File: config.mk
export PLATFORM = sky130hd
export DESIGN_NAME = alu_seq_register_flat
export DESIGN_NICKNAME = d
export VERILOG_FILES = /design/src/rtl/alu_seq_register_if.sv /design/src/rtl/alu_seq_register.sv /design/src/flat_wrapper.sv
export SDC_FILE = /design/constraint.sdc
export NUM_CORES = 1
export LEC_CHECK = 0
export CORE_ASPECT_RATIO = 0.75
export CORE_MARGIN = 1.5
export CORE_UTILIZATION = 64
export DETAILED_ROUTE_END_ITERATION = 10
export PLACE_DENSITY = 0.95
export SLEW_MARGIN = 30
export SYNTH_ARGS = -nofsm -noshare
export SYNTH_HDL_FRONTEND = slang
export SYNTH_SLANG_ARGS = --single-unit
File: constraint.sdc
create_clock -name clock -period 4.3 [get_ports clock]
set_input_delay 0.86 -clock clock [delete_from_list [all_inputs] [get_ports clock]]
set_output_delay 0.86 -clock clock [all_outputs]
set_load 0.03 [all_outputs]
File: src/rtl/alu_seq_register_if.sv
// Operand/function request and result handshake between the accumulator ALU and its user.
// master drives operands and start; slave (the ALU) returns ready, done and the accumulator.
interface alu_seq_register_if;
  logic [3:0] data_a;
  logic [2:0] func;
  logic       start;
  logic       ready;
  logic       done;
  logic [7:0] result;

  modport master (
    output data_a, func, start,
    input  ready, done, result
  );

  modport slave (
    input  data_a, func, start,
    output ready, done, result
  );
endinterface

File: src/rtl/alu_seq_register.sv
// Multi-cycle accumulator ALU: B is result[3:0]; result updates only on EXEC->DONE (2 to 8 cycles after accept).
// Accepts one request per IDLE visit; start while busy is dropped, not queued.
module alu_seq_register (
  input logic               clock,
  input logic               reset,
  alu_seq_register_if.slave bus
);
  localparam logic [1:0] S_IDLE = 2'd0;
  localparam logic [1:0] S_EXEC = 2'd1;
  localparam logic [1:0] S_DONE = 2'd2;

  logic [1:0] state;
  logic [3:0] a_q;
  logic [3:0] b_q;
  logic [2:0] f_q;
  logic [2:0] cnt_q;
  logic [7:0] work_q;
  logic [7:0] mcand_q;
  logic [7:0] result_q;

  logic       accept;
  logic [4:0] ripple_sum;
  logic       carry;
  logic [7:0] single_res;
  logic [7:0] work_nxt;
  logic [7:0] op_res;

  assign accept     = bus.start && (state == S_IDLE);
  assign bus.ready  = (state == S_IDLE);
  assign bus.done   = (state == S_DONE);
  assign bus.result = result_q;

  always_comb begin
    carry      = 1'b0;
    ripple_sum = 5'd0;
    for (int i = 0; i < 4; i++) begin
      ripple_sum[i] = a_q[i] ^ b_q[i] ^ carry;
      carry         = (a_q[i] & b_q[i]) | (carry & (a_q[i] ^ b_q[i]));
    end
    ripple_sum[4] = carry;
  end

  always_comb begin
    single_res = 8'h00;
    case (f_q)
      3'b000:  single_res = {3'b000, {1'b0, a_q} + 5'd1};
      3'b001:  single_res = {3'b000, ripple_sum};
      3'b010:  single_res = {3'b000, {1'b0, a_q} + {1'b0, b_q}};
      3'b011:  single_res = {a_q | b_q, a_q ^ b_q};
      3'b100:  single_res = {7'b0000000, |{a_q, b_q}};
      3'b101:  single_res = {a_q, b_q};
      default: single_res = 8'h00;
    endcase
  end

  // Shift uses work_q as the shifting operand; multiply uses it as the partial product.
  always_comb begin
    work_nxt = work_q;
    if (f_q == 3'b110) begin
      if (a_q[2:0] != 3'd0)
        work_nxt = {work_q[6:0], 1'b0};
    end else begin
      work_nxt = work_q + (b_q[0] ? mcand_q : 8'h00);
    end
    op_res = (f_q[2:1] == 2'b11) ? work_nxt : single_res;
  end

  always_ff @(posedge clock or posedge reset) begin
    if (reset) begin
      state    <= S_IDLE;
      a_q      <= 4'h0;
      b_q      <= 4'h0;
      f_q      <= 3'd0;
      cnt_q    <= 3'd0;
      work_q   <= 8'h00;
      mcand_q  <= 8'h00;
      result_q <= 8'h00;
    end else begin
      case (state)
        S_IDLE: begin
          if (accept) begin
            state   <= S_EXEC;
            a_q     <= bus.data_a;
            b_q     <= result_q[3:0];
            f_q     <= bus.func;
            mcand_q <= {4'h0, bus.data_a};
            work_q  <= (bus.func == 3'b110) ? {4'h0, result_q[3:0]} : 8'h00;
            if (bus.func == 3'b110)
              cnt_q <= (bus.data_a[2:0] == 3'd0) ? 3'd1 : bus.data_a[2:0];
            else if (bus.func == 3'b111)
              cnt_q <= 3'd4;
            else
              cnt_q <= 3'd1;
          end
        end
        S_EXEC: begin
          cnt_q   <= cnt_q - 3'd1;
          work_q  <= work_nxt;
          mcand_q <= {mcand_q[6:0], 1'b0};
          // B doubles as the multiplier shift register; no other op reads it after its single cycle.
          if (f_q == 3'b111)
            b_q <= {1'b0, b_q[3:1]};
          if (cnt_q == 3'd1) begin
            state    <= S_DONE;
            result_q <= op_res;
          end
        end
        S_DONE:  state <= S_IDLE;
        default: state <= S_IDLE;
      endcase
    end
  end
endmodule

File: src/flat_wrapper.sv
// flat-port wrapper written by rule: the top's interface ports become plain ports
module alu_seq_register_flat 
  (clock, reset, bus_data_a, bus_func, bus_start, bus_ready, bus_done, bus_result);
  alu_seq_register_if bus_i ();
  input logic clock;
  input logic reset;
  input wire logic [$bits(bus_i.data_a)-1:0] bus_data_a;
  input wire logic [$bits(bus_i.func)-1:0] bus_func;
  input wire logic [$bits(bus_i.start)-1:0] bus_start;
  output wire logic [$bits(bus_i.ready)-1:0] bus_ready;
  output wire logic [$bits(bus_i.done)-1:0] bus_done;
  output wire logic [$bits(bus_i.result)-1:0] bus_result;
  assign bus_i.data_a = bus_data_a;
  assign bus_i.func = bus_func;
  assign bus_i.start = bus_start;
  assign bus_ready = bus_i.ready;
  assign bus_done = bus_i.done;
  assign bus_result = bus_i.result;
  alu_seq_register u_core (.clock(clock), .reset(reset), .bus(bus_i));
endmodule
# --- Yosys cells after proc, flatten, opt, wreduce, memory -nomap -nowiden ---
# Index checks and enable logic that the tools add are counted.
classes:
  addsub: 4
  n_eq_ne: 16
  n_mux: 21
  bitwise: 19
  reduce_logical: 12
op_table:
  columns: ["cell", "count"]
  rows:
  - ["$mux W8", 6]
  - ["$pmux W8 S6", 1]
  - ["$pmux W8 S2", 2]
  - ["$eq A3 B3 Y1 const B", 6]
  - ["$mux W3", 4]
  - ["$mux W4", 3]
  - ["$add A8 B8 Y8", 1]
  - ["$pmux W4 S2", 1]
  - ["$reduce_and A2 Y1", 4]
  - ["$reduce_or A8 Y1", 1]
  - ["$and A1 B1 Y1", 7]
  - ["$xor A1 B1 Y1", 7]
  - ["$eq A3 B1 Y1 const B", 2]
  - ["$eq A3 B2 Y1 const B", 2]
  - ["$logic_not A3 Y1", 2]
  - ["$ne A2 B1 Y1 const B", 3]
  - ["$pmux W3 S2", 1]
  - ["$add A4 B1 Y5 const B", 1]
  - ["$add A4 B4 Y5", 1]
  - ["$eq A2 B2 Y1 const B", 2]
  - ["$mux W2", 2]
  - ["$or A4 B4 Y4", 1]
  - ["$pmux W2 S2", 1]
  - ["$xor A4 B4 Y4", 1]
  - ["8 further kinds", 10]
word_totals:
  reg_bits: 40
  inputBits: 10
  output_inout_bits: 10
  word_cells: 80

# --- Depth between registers and ports, before layout ---
depth:
  depth_word: 9
  mapped_depth: 11
  ltp_nobuf: 11

# --- Worst setup path before layout ---
# OpenSTA, ideal clock, no wires.
synth_path:
  path_type: "reg-to-reg"
  from: "register u_core.a_q[0]"
  to: "register u_core.result_q[3] (netlist: u_core.bus.result[3])"
  setup_ps: 128
  t_arrival_ps: 2265
  setup_slack_ps: 1907
  path_stages_with_launch: 12
  period_less_slack_ps: 2393
  path_cell_list: "dfrtp_1 ha_1 inv_1 fa_1 fa_1 inv_1 fa_1 nor3b_1 a21oi_1 o221ai_1 a21oi_1 a211oi_1"
synth_via:
  elab_chain_cells: 8
  word_cells_on_any_way: 13
synth_lines:
  columns: ["element", "line_no", "source"]
  rows:
  - ["from (decl)", "alu_seq_register.sv:13", "logic [3:0] a_q;"]
  - ["from (signal assigned)", "alu_seq_register.sv:83", "a_q <= bus.data_a;"]
  - ["$and A1 B1 Y1 (2 in series)", "alu_seq_register.sv:38", "carry = (a_q[i] & b_q[i]) | (carry & (a_q[i] ^ b_q[i]));"]
  - ["$or A1 B1 Y1", "alu_seq_register.sv:38", null]
  - ["$and A1 B1 Y1", "alu_seq_register.sv:38", null]
  - ["$or A1 B1 Y1", "alu_seq_register.sv:38", null]
  - ["$xor A1 B1 Y1", "alu_seq_register.sv:37", "ripple_sum[i] = a_q[i] ^ b_q[i] ^ carry;"]
  - ["$pmux W8 S6", "alu_seq_register.sv:45", "case (f_q)"]
  - ["$mux W8 *", "alu_seq_register.sv:65", "op_res = (f_q[2:1] == 2'b11) ? work_nxt : single_res;"]
  - ["to (signal assigned)", "alu_seq_register.sv:105", "result_q <= op_res;"]
  - ["to (decl)", "alu_seq_register.sv:19", "logic [7:0] result_q;"]
# Every way passes the cells marked *; elsewhere a longest branch is shown, timed or not.
# A chain may end at the register's enable or synchronous reset.

# --- Worst setup path after layout ---
layout_path:
  from: "register u_core.b_q[0]"
  to: "register u_core.result_q[3] (netlist: u_core.bus.result[3])"
layout_via:
  elab_chain_cells: 8
  word_cells_on_any_way: 12
layout_lines:
  columns: ["element", "line_no", "source"]
  rows:
  - ["from (decl)", "alu_seq_register.sv:14", "logic [3:0] b_q;"]
  - ["from (signal assigned)", "alu_seq_register.sv:84", "b_q <= result_q[3:0];"]
  - ["from (signal assigned)", "alu_seq_register.sv:102", "b_q <= {1'b0, b_q[3:1]};"]
  - ["$and A1 B1 Y1 (2 in series)", "alu_seq_register.sv:38", null]
  - ["$or A1 B1 Y1", "alu_seq_register.sv:38", null]
  - ["$and A1 B1 Y1", "alu_seq_register.sv:38", null]
  - ["$or A1 B1 Y1", "alu_seq_register.sv:38", null]
  - ["$xor A1 B1 Y1", "alu_seq_register.sv:37", null]
  - ["$pmux W8 S6", "alu_seq_register.sv:45", null]
  - ["$mux W8 *", "alu_seq_register.sv:65", null]
# Marked as above.

==> summary.txt <==
Status
  • Outcome: completed

Worst setup path
  • Worst reg2reg path startpoint: u_core.b_q[0]
  • Endpoint type of the worst setup path: flop
  • Data arrival time of the critical path: about 3000 ps
  • Worst Setup SP: u_core.b_q[0]
  • Worst Path Required: around 4500 ps
  • Peak fanout along the critical path: 12
  • Kind of critical path: flop to flop
  • CP startpoint kind: flop

CTS
  • Count of cells resized by post-cts repair: 0
  • Post-CTS setup buffers: 0
  • Clock Latency Late Sink: around 300 ps
  • TritonCTS clock tree: done
  • Clock sink total: 40
  • CTS root buffer: sky130_fd_sc_hd__clkbuf_8
  • # hold bufs at CTS: 0
  • TritonCTS Buffers: 5
  • Max Root-Sink Buffers: 2
  • Count of H-tree levels built during CTS: 2
  • Clock-pin slew of the registers on the worst-case setup and hold paths: 80 ps

STA
  • Final setup viols: 0
  • Final setup skew: between 6 and 7 ps
  • Worst-Margin Slew: 907.6 ps
  • Final period utilization: between 60% and 70%
  • Count of final max-slew check failures: 0
  • Final setup TNS: 0 ps
  • Headroom to the max-slew limit: about two fifths
  • Setup repair after global routing missed its margin: no
  • Endpoints failing hold: 0
  • Shortest clock period the worst path allows after layout: ~2900 ps
  • Peak clock frequency supported by timing: ~350 MHz

Logic synthesis
  • Synthesis-stage register bit count: 40
  • Seq/Total Area, Yosys: between 30% and 40%
  • Post-Synthesis Mean Instance Area: roughly 8.7 um^2
  • Post-synthesis cell type count: 51
  • Cell area after synthesis: approximately 0.0028 mm^2
  • Post-synthesis net count: between 300 and 400
  • Primary FF master, synth: sky130_fd_sc_hd__dfrtp_1
  • Count of flip-flops with a built-in enable after synthesis: 0
  • Ys Warns: 0
  • Synth Instances: between 300 and 400
  • Post-synthesis async set-or-reset flop share: 100.0%

Final layout
  • Ant diodes: 0
  • Number of fill cells: between 300 and 400
  • Synthesis-to-layout area growth: 11.72%
  • Most common library cell in the layout ignoring fill and taps: sky130_fd_sc_hd__dfrtp_1
  • Post-layout nets: 365
  • Fraction of final layout cells sized beyond drive strength 1: between 6 and 7%
  • Commonest non-fill, non-tap cells in the layout: sky130_fd_sc_hd__dfrtp_1 (40), sky130_fd_sc_hd__nand2_1 (39), sky130_fd_sc_hd__a21oi_1 (26), sky130_fd_sc_hd__o21ai_0 (25), sky130_fd_sc_hd__nor2_1 (23)
  • Final instance count without filler cells: roughly 390

Detailed routing
  • Iter 0 DRT Violations: 295
  • Vias per cell: 6.662
  • DRT Wirelength: ~7.1 mm
  • Antenna viol nets, final: 0
  • Total via count in the routed design: 2585
  • 1st-pass router iterations: 5
  • DRC violation count after routing: 0
  • Routed WL per cell: ~18 um

Power and ir drop
  • Overall power: between 2000 and 3000 uW
  • VDD IR max: between 0.0006 and 0.0007 V
  • Static leakage: around 0.0014 uW
  • Power density normalized to cell area: 871.3 mW/mm^2

Placement
  • Final Wtd Congestion: roughly 0.96
  • HPWL Detailed: 4.990 mm
  • Count of input and output buffers: 19
  • Number of instances in the placed design: 380

Global routing
  • Global-route wire length before repair: between 10 and 15 mm
  • Initial antenna violation count: 0
  • Vias in the first global route: roughly 2400
  • Global-route usage over all layers: between 30% and 40%
  • Overflow left after global routing: 0
  • Largest net degree at the start of global routing: between 40 and 50

Floorplan
  • Standard-cell rows: 20
  • Die span in x: slightly below 80 um
  • Height of the die: 60.03 um
  • Die footprint: roughly 0.0047 mm^2
  • Floorplan Core Area: 0.004104 mm^2
  • Ports: 20
  • Initial Utilization: 67.62%

Hold path
  • Worst min path class: flop to flop
  • Min-Delay Startpoint: u_core.bus.result[6]

Flow run
  • Number of violations of the max-capacitance limit: 0
metal layers:
layer	up-vias	wire length [um]	global-route usage [%]
met2	174	2958	49.45
met5	-	0	0
met4	0	253	12.78
li1	1158	-	-
met1	1211	3045	45.88
met3	42	829	9.466
sequential cells by signal, summed over array words and instances (netlist names):
| signal | cells |
|---|---|
| u_core.state | 2 |
| u_core.a_q | 4 |
| u_core.bus.result | 8 |
| u_core.f_q | 3 |
| u_core.cnt_q | 3 |
| u_core.work_q | 8 |
| u_core.b_q | 4 |
| u_core.mcand_q | 8 |
per-stage QoR:
stage	setup slack (ps)	util [%]	cell area, um^2	hold WS (ps)
CTS	1469	75.55	3100	489.6
detailed placement	1493	72.93	2993	472.1
floorplan	1907	-	2775	463.6
finish	1423	75.55	3100	484.1
global placement	1488	72.93	2993	460.2
global route	1292	75.55	3100	519.8
critical path, stage by stage, from the launching register on:
cell	delay, ps
sky130_fd_sc_hd__dfrtp_1	580
sky130_fd_sc_hd__ha_1	220
sky130_fd_sc_hd__inv_1	50
sky130_fd_sc_hd__fa_1	370
sky130_fd_sc_hd__fa_1	360
sky130_fd_sc_hd__inv_1	70
sky130_fd_sc_hd__fa_1	390
sky130_fd_sc_hd__nor3b_1	140
sky130_fd_sc_hd__a21oi_1	150
sky130_fd_sc_hd__o221ai_1	160
sky130_fd_sc_hd__a21oi_1	190
sky130_fd_sc_hd__a211oi_1	70
report_power, final:
group / internal [uW] / switching, uW / total [uW]
Sequential: 547 / 286 / 833
Clock: 172 / 133 / 305
Combinational: 658 / 905 / 1560
Total: 1380 / 1320 / 2700
cell families (layout without fill, tap and decap cells):
kind of cell | after synthesis | count (layout) | share of synthesized area, %
compound gates | 102 | 102 | 23.35
simple gates | 97 | 97 | 16.73
flops | 40 | 40 | 36.07
buf+inv | 37 | 52 | 5.410
fa+ha+maj | 23 | 23 | 11.72
mux | 13 | 13 | 4.824
xor+xnor | 6 | 6 | 1.894
worst paths after layout:
path                       slack (ps)                    to  depth (start not counted)
max                              1420  u_core.bus.result[3]                         11
min                               480  u_core.bus.result[6]                          2
max reg2reg                      1420  u_core.bus.result[3]                         11
min reg2reg                       480  u_core.bus.result[6]                          2
max in group asynchronous        2950  u_core.bus.result[2]                          3
min in group asynchronous         980         u_core.a_q[0]                          3
cells in the mapped netlist, types with 2 or more instances:
cell / n / area, um^2
sky130_fd_sc_hd__nor3_1: 3 / 15.01
sky130_fd_sc_hd__nor2b_1: 8 / 50.05
sky130_fd_sc_hd__a21o_1: 6 / 45.04
sky130_fd_sc_hd__mux2_2: 3 / 33.78
sky130_fd_sc_hd__clkinv_1: 2 / 7.510
sky130_fd_sc_hd__dfrtp_1: 40 / 1001
sky130_fd_sc_hd__xor2_1: 2 / 17.52
sky130_fd_sc_hd__a221oi_1: 4 / 35.03
sky130_fd_sc_hd__buf_2: 6 / 30.03
sky130_fd_sc_hd__a21oi_1: 26 / 130.1
sky130_fd_sc_hd__a31oi_1: 4 / 25.02
sky130_fd_sc_hd__o21ai_0: 25 / 125.1
sky130_fd_sc_hd__xnor2_1: 4 / 35.03
sky130_fd_sc_hd__nand3_1: 5 / 25.02
sky130_fd_sc_hd__ha_1: 18 / 225.2
sky130_fd_sc_hd__o31ai_1: 2 / 15.01
sky130_fd_sc_hd__and2_1: 6 / 37.54
sky130_fd_sc_hd__o21bai_1: 3 / 22.52
sky130_fd_sc_hd__a211oi_1: 3 / 22.52
sky130_fd_sc_hd__fa_1: 5 / 100.1
sky130_fd_sc_hd__o221ai_1: 2 / 17.52
sky130_fd_sc_hd__a22oi_1: 5 / 37.54
sky130_fd_sc_hd__o22ai_1: 4 / 25.02
sky130_fd_sc_hd__nor2_1: 23 / 86.33
sky130_fd_sc_hd__and3_1: 4 / 25.02
sky130_fd_sc_hd__a22o_1: 6 / 52.55
sky130_fd_sc_hd__nand2_1: 39 / 146.4
sky130_fd_sc_hd__mux2i_1: 10 / 100.1
sky130_fd_sc_hd__o21a_1: 2 / 15.01
sky130_fd_sc_hd__clkbuf_1: 8 / 30.03
sky130_fd_sc_hd__inv_1: 18 / 67.56
sky130_fd_sc_hd__o211ai_1: 3 / 22.52
layout make-up:
cell class,instances,area (um^2),share of cell area [%]
timing repair buffer,23,220.2,7.103
clock inverter,2,35.03,1.130
inverter,21,78.83,2.542
clock buffer,6,72.57,2.341
multi-input combinational,241,1624,52.38
sequential,40,1001,32.28
tap,55,68.82,2.220
(Power assumes the default switching activity.)
